$ cat config.mk
export PLATFORM = sky130hd
export DESIGN_NAME = part_3_demux_flat
export DESIGN_NICKNAME = d
export VERILOG_FILES = /design/src/rtl/part_3_demux_if.sv /design/src/rtl/part_3_demux.sv /design/src/flat_wrapper.sv
export SDC_FILE = /design/constraint.sdc
export NUM_CORES = 1
export LEC_CHECK = 0
export BUFFER_PORTS_ARGS = -buffer_cell sky130_fd_sc_hd__buf_2
export CAP_MARGIN = 20
export CORE_AREA = 4 4 47 49
export DETAILED_ROUTE_END_ITERATION = 6
export DIE_AREA = 0 0 51 53
export MAX_ROUTING_LAYER = met4
export PLACE_DENSITY = 0.74
export REMOVE_ABC_BUFFERS = 1
export SLEW_MARGIN = 20
export SYNTH_ARGS = -nofsm -noshare
export SYNTH_HDL_FRONTEND = slang
export SYNTH_SLANG_ARGS = --single-unit
$ cat constraint.sdc
create_clock -name Clk -period 1.6 [get_ports Clk]
set_input_delay 0.32 -clock Clk [delete_from_list [all_inputs] [get_ports Clk]]
set_output_delay 0.32 -clock Clk [all_outputs]
set_load 0.02 [all_outputs]
$ cat src/rtl/part_3_demux_if.sv
// Bus bundle between the part_3 serial line/select source and the demux.
// The source side drives the line, select code and enable; the demux side
// returns the committed channel values and frame status.
interface part_3_demux_if #(
  parameter int CNT_W = 8
);
  logic             T;
  logic             S0;
  logic             S1;
  logic             en;
  logic             X;
  logic             Y;
  logic             Z;
  logic             valid;
  logic             err;
  logic [CNT_W-1:0] frame_cnt;

  modport master (
    output T, S0, S1, en,
    input  X, Y, Z, valid, err, frame_cnt
  );

  modport slave (
    input  T, S0, S1, en,
    output X, Y, Z, valid, err, frame_cnt
  );
endinterface

$ cat src/rtl/part_3_demux.sv
// part_3_demux: rebuilds the X/Y/Z channels from the part_3 serial line.
// Each select code 00/01/10 captures T into a shadow register and marks that
// channel as captured; code 11 commits the shadow frame to the outputs only
// when all three channels were captured since the last commit, otherwise it
// raises a sticky error. All outputs are registered.
module part_3_demux #(
  parameter int CNT_W = 8
) (
  input  logic          Clk,
  input  logic          synch_reset,
  part_3_demux_if.slave bus
);

  // COLLECT: frame still missing at least one channel; READY: all captured.
  typedef enum logic {
    COLLECT = 1'b0,
    READY   = 1'b1
  } state_t;

  state_t           state_r;
  logic             sx_r;
  logic             sy_r;
  logic             sz_r;
  logic [2:0]       mask_r;
  logic             x_r;
  logic             y_r;
  logic             z_r;
  logic             valid_r;
  logic             err_r;
  logic [CNT_W-1:0] frame_cnt_r;

  logic [2:0]       cap_sel_s;
  logic             commit_s;
  logic [2:0]       mask_next_s;

  // True once every channel of the frame has been captured.
  function automatic logic mask_full(input logic [2:0] m);
    return (m == 3'b111);
  endfunction

  // Decode the sampled select code into a one-hot capture strobe or a commit.
  always_comb begin
    cap_sel_s = 3'b000;
    commit_s  = 1'b0;
    if (bus.en) begin
      case ({bus.S1, bus.S0})
        2'b00:   cap_sel_s = 3'b001;
        2'b01:   cap_sel_s = 3'b010;
        2'b10:   cap_sel_s = 3'b100;
        2'b11:   commit_s  = 1'b1;
        default: begin
          cap_sel_s = 3'b000;
          commit_s  = 1'b0;
        end
      endcase
    end else begin
      cap_sel_s = 3'b000;
      commit_s  = 1'b0;
    end
  end

  // Capture mask after this edge's capture, used to decide COLLECT->READY.
  always_comb begin
    mask_next_s = mask_r | cap_sel_s;
  end

  // Sequencer, shadow capture and registered outputs in a single state update.
  always_ff @(posedge Clk) begin
    if (synch_reset) begin
      state_r     <= COLLECT;
      sx_r        <= 1'b0;
      sy_r        <= 1'b0;
      sz_r        <= 1'b0;
      mask_r      <= 3'b000;
      x_r         <= 1'b0;
      y_r         <= 1'b0;
      z_r         <= 1'b0;
      valid_r     <= 1'b0;
      err_r       <= 1'b0;
      frame_cnt_r <= '0;
    end else begin
      // valid is a single-cycle pulse; only a good commit raises it.
      valid_r <= 1'b0;
      if (commit_s) begin
        if (state_r == READY) begin
          x_r         <= sx_r;
          y_r         <= sy_r;
          z_r         <= sz_r;
          valid_r     <= 1'b1;
          frame_cnt_r <= frame_cnt_r + CNT_W'(1);
        end else begin
          // Commit of a partial frame: outputs untouched, error latched.
          err_r <= 1'b1;
        end
        // Every commit, good or bad, starts a fresh frame. Shadows are kept.
        mask_r  <= 3'b000;
        state_r <= COLLECT;
      end else if (cap_sel_s != 3'b000) begin
        // Recapture of a channel simply overwrites its shadow register.
        if (cap_sel_s[0]) begin
          sx_r <= bus.T;
        end else begin
          sx_r <= sx_r;
        end
        if (cap_sel_s[1]) begin
          sy_r <= bus.T;
        end else begin
          sy_r <= sy_r;
        end
        if (cap_sel_s[2]) begin
          sz_r <= bus.T;
        end else begin
          sz_r <= sz_r;
        end
        mask_r <= mask_next_s;
        case (state_r)
          COLLECT: state_r <= mask_full(mask_next_s) ? READY : COLLECT;
          READY:   state_r <= READY;
          default: state_r <= COLLECT;
        endcase
      end else begin
        // en low: every register holds, valid already cleared above.
        state_r <= state_r;
        mask_r  <= mask_r;
      end
    end
  end

  assign bus.X         = x_r;
  assign bus.Y         = y_r;
  assign bus.Z         = z_r;
  assign bus.valid     = valid_r;
  assign bus.err       = err_r;
  assign bus.frame_cnt = frame_cnt_r;

endmodule

$ cat src/flat_wrapper.sv
// flat-port wrapper written by rule: the top's interface ports become plain ports
module part_3_demux_flat 
#(
  parameter int CNT_W = 8
)
  (Clk, synch_reset, bus_T, bus_S0, bus_S1, bus_en, bus_X, bus_Y, bus_Z, bus_valid, bus_err, bus_frame_cnt);
  part_3_demux_if #(.CNT_W(CNT_W)) bus_i ();
  input  logic Clk;
  input  logic synch_reset;
  input wire logic [$bits(bus_i.T)-1:0] bus_T;
  input wire logic [$bits(bus_i.S0)-1:0] bus_S0;
  input wire logic [$bits(bus_i.S1)-1:0] bus_S1;
  input wire logic [$bits(bus_i.en)-1:0] bus_en;
  output wire logic [$bits(bus_i.X)-1:0] bus_X;
  output wire logic [$bits(bus_i.Y)-1:0] bus_Y;
  output wire logic [$bits(bus_i.Z)-1:0] bus_Z;
  output wire logic [$bits(bus_i.valid)-1:0] bus_valid;
  output wire logic [$bits(bus_i.err)-1:0] bus_err;
  output wire logic [$bits(bus_i.frame_cnt)-1:0] bus_frame_cnt;
  assign bus_i.T = bus_T;
  assign bus_i.S0 = bus_S0;
  assign bus_i.S1 = bus_S1;
  assign bus_i.en = bus_en;
  assign bus_X = bus_i.X;
  assign bus_Y = bus_i.Y;
  assign bus_Z = bus_i.Z;
  assign bus_valid = bus_i.valid;
  assign bus_err = bus_i.err;
  assign bus_frame_cnt = bus_i.frame_cnt;
  part_3_demux #(.CNT_W(CNT_W)) u_core (.Clk(Clk), .synch_reset(synch_reset), .bus(bus_i));
endmodule
==> results of run 1 <==
-- final timing paths --
check / from / end / depth (start not counted)
max reg2reg: u_core.bus.frame_cnt[0] / u_core.bus.frame_cnt[4] / 5
min: bus_T / u_core.sz_r / 3
max: u_core.bus.frame_cnt[0] / u_core.bus.frame_cnt[4] / 5
min reg2reg: u_core.bus.err / u_core.bus.err / 2
-- area by class of cell --
type	count	share of cell area, %
Multi-Input combinational cell	62	42.2
Sequential cell	20	40.2
Timing Repair Buffer	19	9.79
Tap cell	27	3.39
Clock buffer	3	2.26
Inverter	6	2.26
-- state kept, by name (all words and copies together) (netlist names) --
name / flops
u_core.state_r: 1
u_core.bus.Y: 1
u_core.sy_r: 1
u_core.bus.valid: 1
u_core.bus.err: 1
u_core.bus.Z: 1
u_core.sx_r: 1
u_core.mask_r: 3
u_core.bus.frame_cnt: 8
u_core.sz_r: 1
u_core.bus.X: 1
-- power groups by stage --
stage / clock network, µW / registers, µW / logic [µW]
floorplan: 0 / 525 / 28.1
global placement: 0 / 524 / 60.7
detailed placement: 0 / 524 / 62.8
CTS: 236 / 513 / 63.3
global route: 259 / 515 / 70.1
finish: 233 / 513 / 63.0
-- cell usage after synthesis (2+ instances only) --
| master | count |
|---|---|
| sky130_fd_sc_hd__a21oi_1 | 4 |
| sky130_fd_sc_hd__and3_1 | 2 |
| sky130_fd_sc_hd__buf_4 | 3 |
| sky130_fd_sc_hd__dfxtp_1 | 20 |
| sky130_fd_sc_hd__inv_1 | 6 |
| sky130_fd_sc_hd__mux2i_1 | 8 |
| sky130_fd_sc_hd__nand2_1 | 2 |
| sky130_fd_sc_hd__nand3_1 | 3 |
| sky130_fd_sc_hd__nor2_1 | 20 |
| sky130_fd_sc_hd__nor3_1 | 5 |
| sky130_fd_sc_hd__o21ai_0 | 2 |
| sky130_fd_sc_hd__xnor2_1 | 5 |
-- stage by stage --
stage                     instances  total power (µW)  instance area, µm²
after CTS                       137               813                 997
after global routing            137               844                 997
after floorplan                  88               553                 843
after detailed placement        134               587                 975
after global placement          134               585                 975
final                           137               809                 997
-- cells by family (layout without fill, tap and decap cells) --
| logic type | Yosys count | after routing |
|---|---|---|
| buffers and inverters | 11 | 28 |
| multiplexers | 8 | 8 |
| AO/OA/AOI/OAI | 9 | 9 |
| XOR/XNOR | 6 | 6 |
| AND/OR/NAND/NOR | 38 | 38 |
| flip-flops | 20 | 20 |
| adder cells (fa/ha/maj) | 1 | 1 |
-- tightest hold or removal path: stages --
cell	delay, ns
sky130_fd_sc_hd__buf_2	0.10
sky130_fd_sc_hd__mux2i_1	0.07
sky130_fd_sc_hd__nor2_1	0.07
-- per-layer routing --
| layer | track usage [%] | wire length (µm) | vias to the layer above |
|---|---|---|---|
| li1 | - | - | 345 |
| met5 | - | 0 | - |
| met1 | 17.0 | 735 | 307 |
| met2 | 20.2 | 758 | 11 |
| met4 | 6.73 | 28 | 0 |
| met3 | 2.54 | 51 | 5 |
==> run summary, run 1 <==
The start-to-end type of the worst setup path was reg -> reg. The average via count per standard cell came out at 4.88. After synthesis, flip-flops and latches occupy 45.8% of the total area. The logs give 0 for the number of antenna-violating nets in the routed design and 1860 µm² for the area inside the core boundary.

Entering global routing, the biggest net connects 15 pins. The floorplan has 16 rows. The wire-length estimate of the detail-placed layout is 1.15 mm. Setup violations remaining at the end of the flow were counted as 0. 19 I/O pins were placed. Max-cap violations in this run came to 0. The tools report the type of origin of the critical path as a flop. The largest family of logic cells by synthesized area was simple AND/OR/NAND/NOR gates.

Compared with the post-synthesis result, the final layout area differs by 14.2%. Insertion delay to the later sink of the worst-skew pair: 0.30 ns. The largest area contributor in the synthesized netlist was sky130_fd_sc_hd__dfxtp_1.

Yosys attributes the largest share of cell area to sky130_fd_sc_hd__dfxtp_1 (46%), sky130_fd_sc_hd__mux2i_1 (9.2%), sky130_fd_sc_hd__nor2_1 (8.6%). TritonCTS built the clock tree. The number of synthesized flops with an enable pin was 0. Across the whole layout, storage elements account for 400 µm². The congestion estimate from routability-driven global placement came to 0.819. The fraction of layout cells with a size suffix above 1 came out at 23.6%.

Required time of the critical path: 1.80 ns. The largest incremental delay on the critical path came out at 0.43 ns. The count of TritonRoute iterations in the first routing pass came out at 4. The floorplan step defined a die boundary enclosing 2700 µm². Synthesis inferred 20 register bits. The measured slew at the worst slew-check pin came out at 0.250 ns.

Across every metal layer, demand over resource in global routing totals 13.3%. CTS saw 20 sinks. In this run the deepest clock path goes through 2 buffers.

The area share of fa/ha/maj cells after synthesis is 1.43%, and the area share of the leading cell type in the synthesized netlist is 45.8%. The netlist uses 25 different library cells. For the count of vias placed by the detailed router, the log shows 668. The logs give 618 for the via count of the first global-routing pass and 53.6% for the fraction of the core area covered by cells at the end of the flow.

The internal power is 618 µW. Worst vdd rail ir drop: 0.555 mV. The root buffer cell chosen for the clock tree is sky130_fd_sc_hd__clkbuf_4. Along the worst path, the maximum fanout reaches 4. Counting the fill cells in the layout gives 170. In this run the power density over the cells is 812 nW/µm². For the relative max-transition margin, the log shows 83.2%. Setup repair after global routing left no endpoint under its margin. In the layout the commonest cells are sky130_fd_sc_hd__nor2_1 (20), sky130_fd_sc_hd__dfxtp_1 (20), sky130_fd_sc_hd__buf_2 (18). The run gives 10 as the count of routing violations after the opening detailed-route iteration. The final layout contains 119 nets. The wire length per cell after detailed routing works out to 11.5 µm. For the final database, setup skew stands at 0.00842 ns. The run finished with clean final reports. Summing the areas of all xor and xnor instances in the mapped netlist gives 6.02% of the synthesized area.

Derived from the worst setup path, the maximum achievable clock frequency is 796 MHz. The number of buffers created by CTS is 3, and the clock transition at the register clock pins on the worst setup and hold paths after CTS is 0.11 ns. The critical-path cell with the highest stage delay is sky130_fd_sc_hd__dfxtp_1. Per report_power, the clock group accounts for 28.8% of the total. The family with the most delay on the worst path was flip-flops.

For this design the total switching power over the nets is 191 µW. The number of gates resized after CTS was 0. In the final timing run, aggregate negative setup slack is 0 ns.

After detailed routing, the number of remaining DRC violations is 0. The tightest min-delay check is of the in -> reg type. The logs give 0 for the total count of hold-check failures in the final report and 0.34 ns for the flop-to-flop setup slack. For the total congestion overflow after global routing, the log shows 0. The switching power share of the total was 23.6%; the leakage component of the power was 0.000458 µW. The number of buffers and inverters on the critical path is 0. For this run, the leading register cell type out of synthesis is sky130_fd_sc_hd__dfxtp_1.

The number of antenna repair diodes is 0, and the per-instance average area after synthesis is 9.39 µm². The total of buffers placed on input and output ports was 18. The number of warnings issued by yosys is 0. Buffers added to address setup during post-CTS repair amount to 0. Of all flip-flops after synthesis, the portion carrying an async set or reset was 0%. Proportion of power drawn by flip-flops and latches: 63.4%. The portion of synthesized area spent on multiplexers is 9.17%.

After clock tree synthesis, the flow added hold-fix buffers numbering 0. The final worst setup slack was 0.344 ns; the pre-CTS setup slack was 0.304 ns. The simple logic cell fraction of the synthesized area was 25.4%; the cell area after synthesis was 873 µm². The die is 51 µm wide.

The part of the total power dissipated in combinational logic is 7.8%, and the data arrival at the endpoint of the critical path is 1.45 ns. The number of max-slew violations in the final report is 0, and the die extent in y is 53 µm. The number of antenna violations at the first check in global routing is 0. The total detailed-routing wirelength was 1.57 mm. The initial utilization of the core area, before any placement, comes to 46.9%. The compound-cell area share of the yosys netlist works out to 6.16%. The post-route minimum period is 1.26 ns. The category of the worst setup path capture point is a flop. The number of levels in the clock H-tree is 1, and the multi-input combinational cell area is 420 µm².

The synthesized instance count is 93. Traced cell by cell, the critical path runs through ha_1, nand3_1, nor3_1, xnor2_1, nor2_1. The fraction of the cycle the final worst path needs came out at 78.5%. The first global-routing pass estimated 2.68 mm of wire. Hold timing on the final database bottoms out at a slack of 0.287 ns.
Power figures use the tool's default switching activity.
==> run 2, diff against run 1 <==
Clock period 1.6 ns to 1.28 ns, I/O delays scaled along.
==> run 2 against run 1 <==
Flip-flop and latch count is the same; sequential power rose by 25%; critical path depth shrank 3; highest routed layer unchanged; die area unchanged.
==> run summary, run 2 (same netlist as run 1, synthesis figures left out) <==
The run finished with clean final reports. The number of antenna-violating nets in the routed design is 0 (unchanged), and the number of gates given a new drive strength after cts is 0 (unchanged). The tools report the type of origin of the critical path as a flop (unchanged). The count of vias placed by the detailed router is 681 (was 668), and the fraction of power consumed by the clock network is 33.6% (was 28.8%). The start-to-end type of the worst setup path was reg -> out (was reg -> reg). The number of buffers and inverters on the critical path works out to 2 (was 0).

The number of max-capacitance violations reported came out at 0 (unchanged). The worst-case clock skew was 0.00380 ns (was 0.00842 ns). Ordered cell list for the critical path: buf_4, buf_2 (was ha_1, nand3_1, nor3_1, xnor2_1, nor2_1). The part of the total power dissipated in combinational logic is 7.4% (was 7.8%). The logs give 20 (unchanged) for the CTS sink count and 0 (unchanged) for the count of unresolved DRC violations after routing. The run gives 1090 µW (was 809 µW) as the post-route total power. The run gives 13 (was 15) as the largest net degree at the start of global routing. The total of buffers placed on input and output ports came out at 18 (unchanged). The proportion of power drawn by flip-flops and latches is 58.9% (was 63.4%), and the die extent in y is 53 µm (unchanged).

The tools report the total detailed-routing wirelength as 1.51 mm (was 1.57 mm). The count of routing violations after the opening detailed-route iteration was 4 (was 10); the insertion delay to the later sink of the worst-skew pair was 0.30 ns (about the same). The timing-limited maximum frequency was 812 MHz. The count of TritonRoute iterations in the first routing pass was 3 (was 4); the global-route total usage across every layer was 13.3% (about the same). The worst-case clock buffer depth was 2 (unchanged); the biggest fanout along the worst timing path was 3 (was 4).

For the count of pins on the block boundary, the log shows 19 (unchanged). Total count of hold-check failures in the final report: 0 (unchanged). The required time of the critical path was 1.02 ns (was 1.80 ns).

The data arrival at the endpoint of the critical path was 0.98 ns (was 1.45 ns); the average via count per standard cell was 4.83 (was 4.88). The worst hold path class is in -> reg (unchanged). The measured slew at the worst slew-check pin came out at 0.263 ns (was 0.250 ns). The post-route minimum period is 1.23 ns. The layout-stage area growth over the synthesis result is 18.3% (was 14.2%), and the power density over the cells is 1050 nW/µm² (was 812 nW/µm²). The initial cell density of the core was 46.9% (unchanged); the fraction of layout cells with a size suffix above 1 was 26.3% (was 23.6%).

The area inside the core boundary was 1860 µm² (unchanged); the clock transition at the register clock pins on the worst setup and hold paths after CTS was 0.11 ns (about the same). The wire length per cell after detailed routing was 10.7 µm (was 11.5 µm); the hold buffer count at CTS was 0 (unchanged). The final net count was 122 (was 119). For the switching power summed over all nets, the log shows 248 µW (was 191 µW).

The logs give 16 (unchanged) for the floorplan row count and 0 (unchanged) for the final-report setup violation count. Critical-path cell with the highest stage delay: sky130_fd_sc_hd__dfxtp_1 (unchanged). The largest incremental delay on the critical path works out to 0.39 ns (was 0.43 ns). The number of antenna violations at the first check in global routing is 0 (unchanged), and the placer congestion estimate is 0.821 (was 0.819). The tools report the relative max-transition margin as 82.4% (was 83.2%). For the via count of the first global-routing pass, the log shows 590 (was 618). The final design instance area without fill was 1030 µm² (was 997 µm²); the fraction of the core area covered by cells at the end of the flow was 55.5% (was 53.6%).

For the worst vdd rail ir drop, the log shows 0.750 mV (was 0.555 mV). The run gives 839 µW (was 618 µW) as the internal power. The family with the most delay on the worst path is flip-flops (unchanged). The horizontal die dimension is 51 µm (unchanged), and the multi-input combinational cell area is 420 µm² (unchanged).

Category of the worst setup path capture point: an output port (was a flop). The sum of net half-perimeters after detailed placement is 1.13 mm (was 1.15 mm), and the fraction of the cycle the final worst path needs is 96.2%. Number of fill cells: 171 (was 170).

Number of antenna repair diodes: 0 (unchanged). Root buffer cell: sky130_fd_sc_hd__clkbuf_4 (unchanged). The tools report the floorplan die area as 2700 µm² (unchanged).

The switching power share of the total is 22.8% (was 23.6%). Most used cells in the layout excluding fill and tap cells: sky130_fd_sc_hd__nor2_1 (20), sky130_fd_sc_hd__dfxtp_1 (20), sky130_fd_sc_hd__buf_2 (18) (unchanged). The run gives 3 (unchanged) as the number of buffers created by CTS. The tools report the number of max-slew violations in the final report as 0 (unchanged). Setup repair after global routing left no endpoint under its margin. Number of levels in the clock H-tree: 1 (unchanged). Number of buffers inserted to repair setup after CTS: 0 (unchanged).

The total area of sequential cells is 400 µm² (unchanged). For the placed instance area, the log shows 997 µm² (was 975 µm²). The tools report the leakage component of the power as 0.000481 µW (was 0.000458 µW). Number of flip-flops under the largest register name: 8 (unchanged).

First-pass GRT wire length: 2.57 mm (was 2.68 mm). TritonCTS built the clock tree. For the total congestion overflow after global routing, the log shows 0 (unchanged). The total negative slack came out at 0 ns (unchanged).
-- run 2: final cells by class --
type	count	area share [%]
sequential	20	38.7
timing repair buffer	22	11.6
inverter	6	2.18
multi-input combinational	62	40.7
clock buffer	4	3.51
tap	27	3.27
-- run 2: final timing paths --
kind / from / to / slack (ns) / cells past startpoint
min reg2reg: u_core.bus.err / u_core.bus.err / 0.48 / 2
min: bus_T / u_core.sz_r / 0.22 / 3
max: u_core.bus.frame_cnt[0] / bus_frame_cnt[0] / 0.05 / 2
max reg2reg: u_core.bus.frame_cnt[1] / u_core.bus.frame_cnt[4] / 0.09 / 5
-- run 2: stage by stage --
step,cells,setup WS (ns),hold slack (ns)
2_1_floorplan,88,0.0265,0.325
3_3_place_gp,137,0.0534,0.446
3_5_place_dp,137,0.0201,0.460
4_1_cts,141,0.0350,0.226
5_1_grt,141,0.00151,0.251
6_report,141,0.0487,0.225
-- run 2: layer usage --
metal  track usage [%]  share of wire, %  vias up
met2              20.4                49       12
li1                  -                 -      354
met3              3.38               3.6        4
met4              8.07               1.3        0
met1              15.7                46      311
met5                 -                 0        -
-- run 2: worst reg2reg max path: cells and delay by family (launching register included) --
family,cells,cell delay (ns)
xor+xnor,1,0.14
fa+ha+maj,1,0.19
simple gates,3,0.35
flops,1,0.41
-- run 2: power groups by stage --
stage          sequential [µW]  combinational [µW]  clock, µW
6_report                   640                80.9        366
3_5_place_dp               654                81.8          0
3_3_place_gp               654                78.4          0
2_1_floorplan              656                35.1          0
4_1_cts                    641                81.8        377
5_1_grt                    642                91.4        404
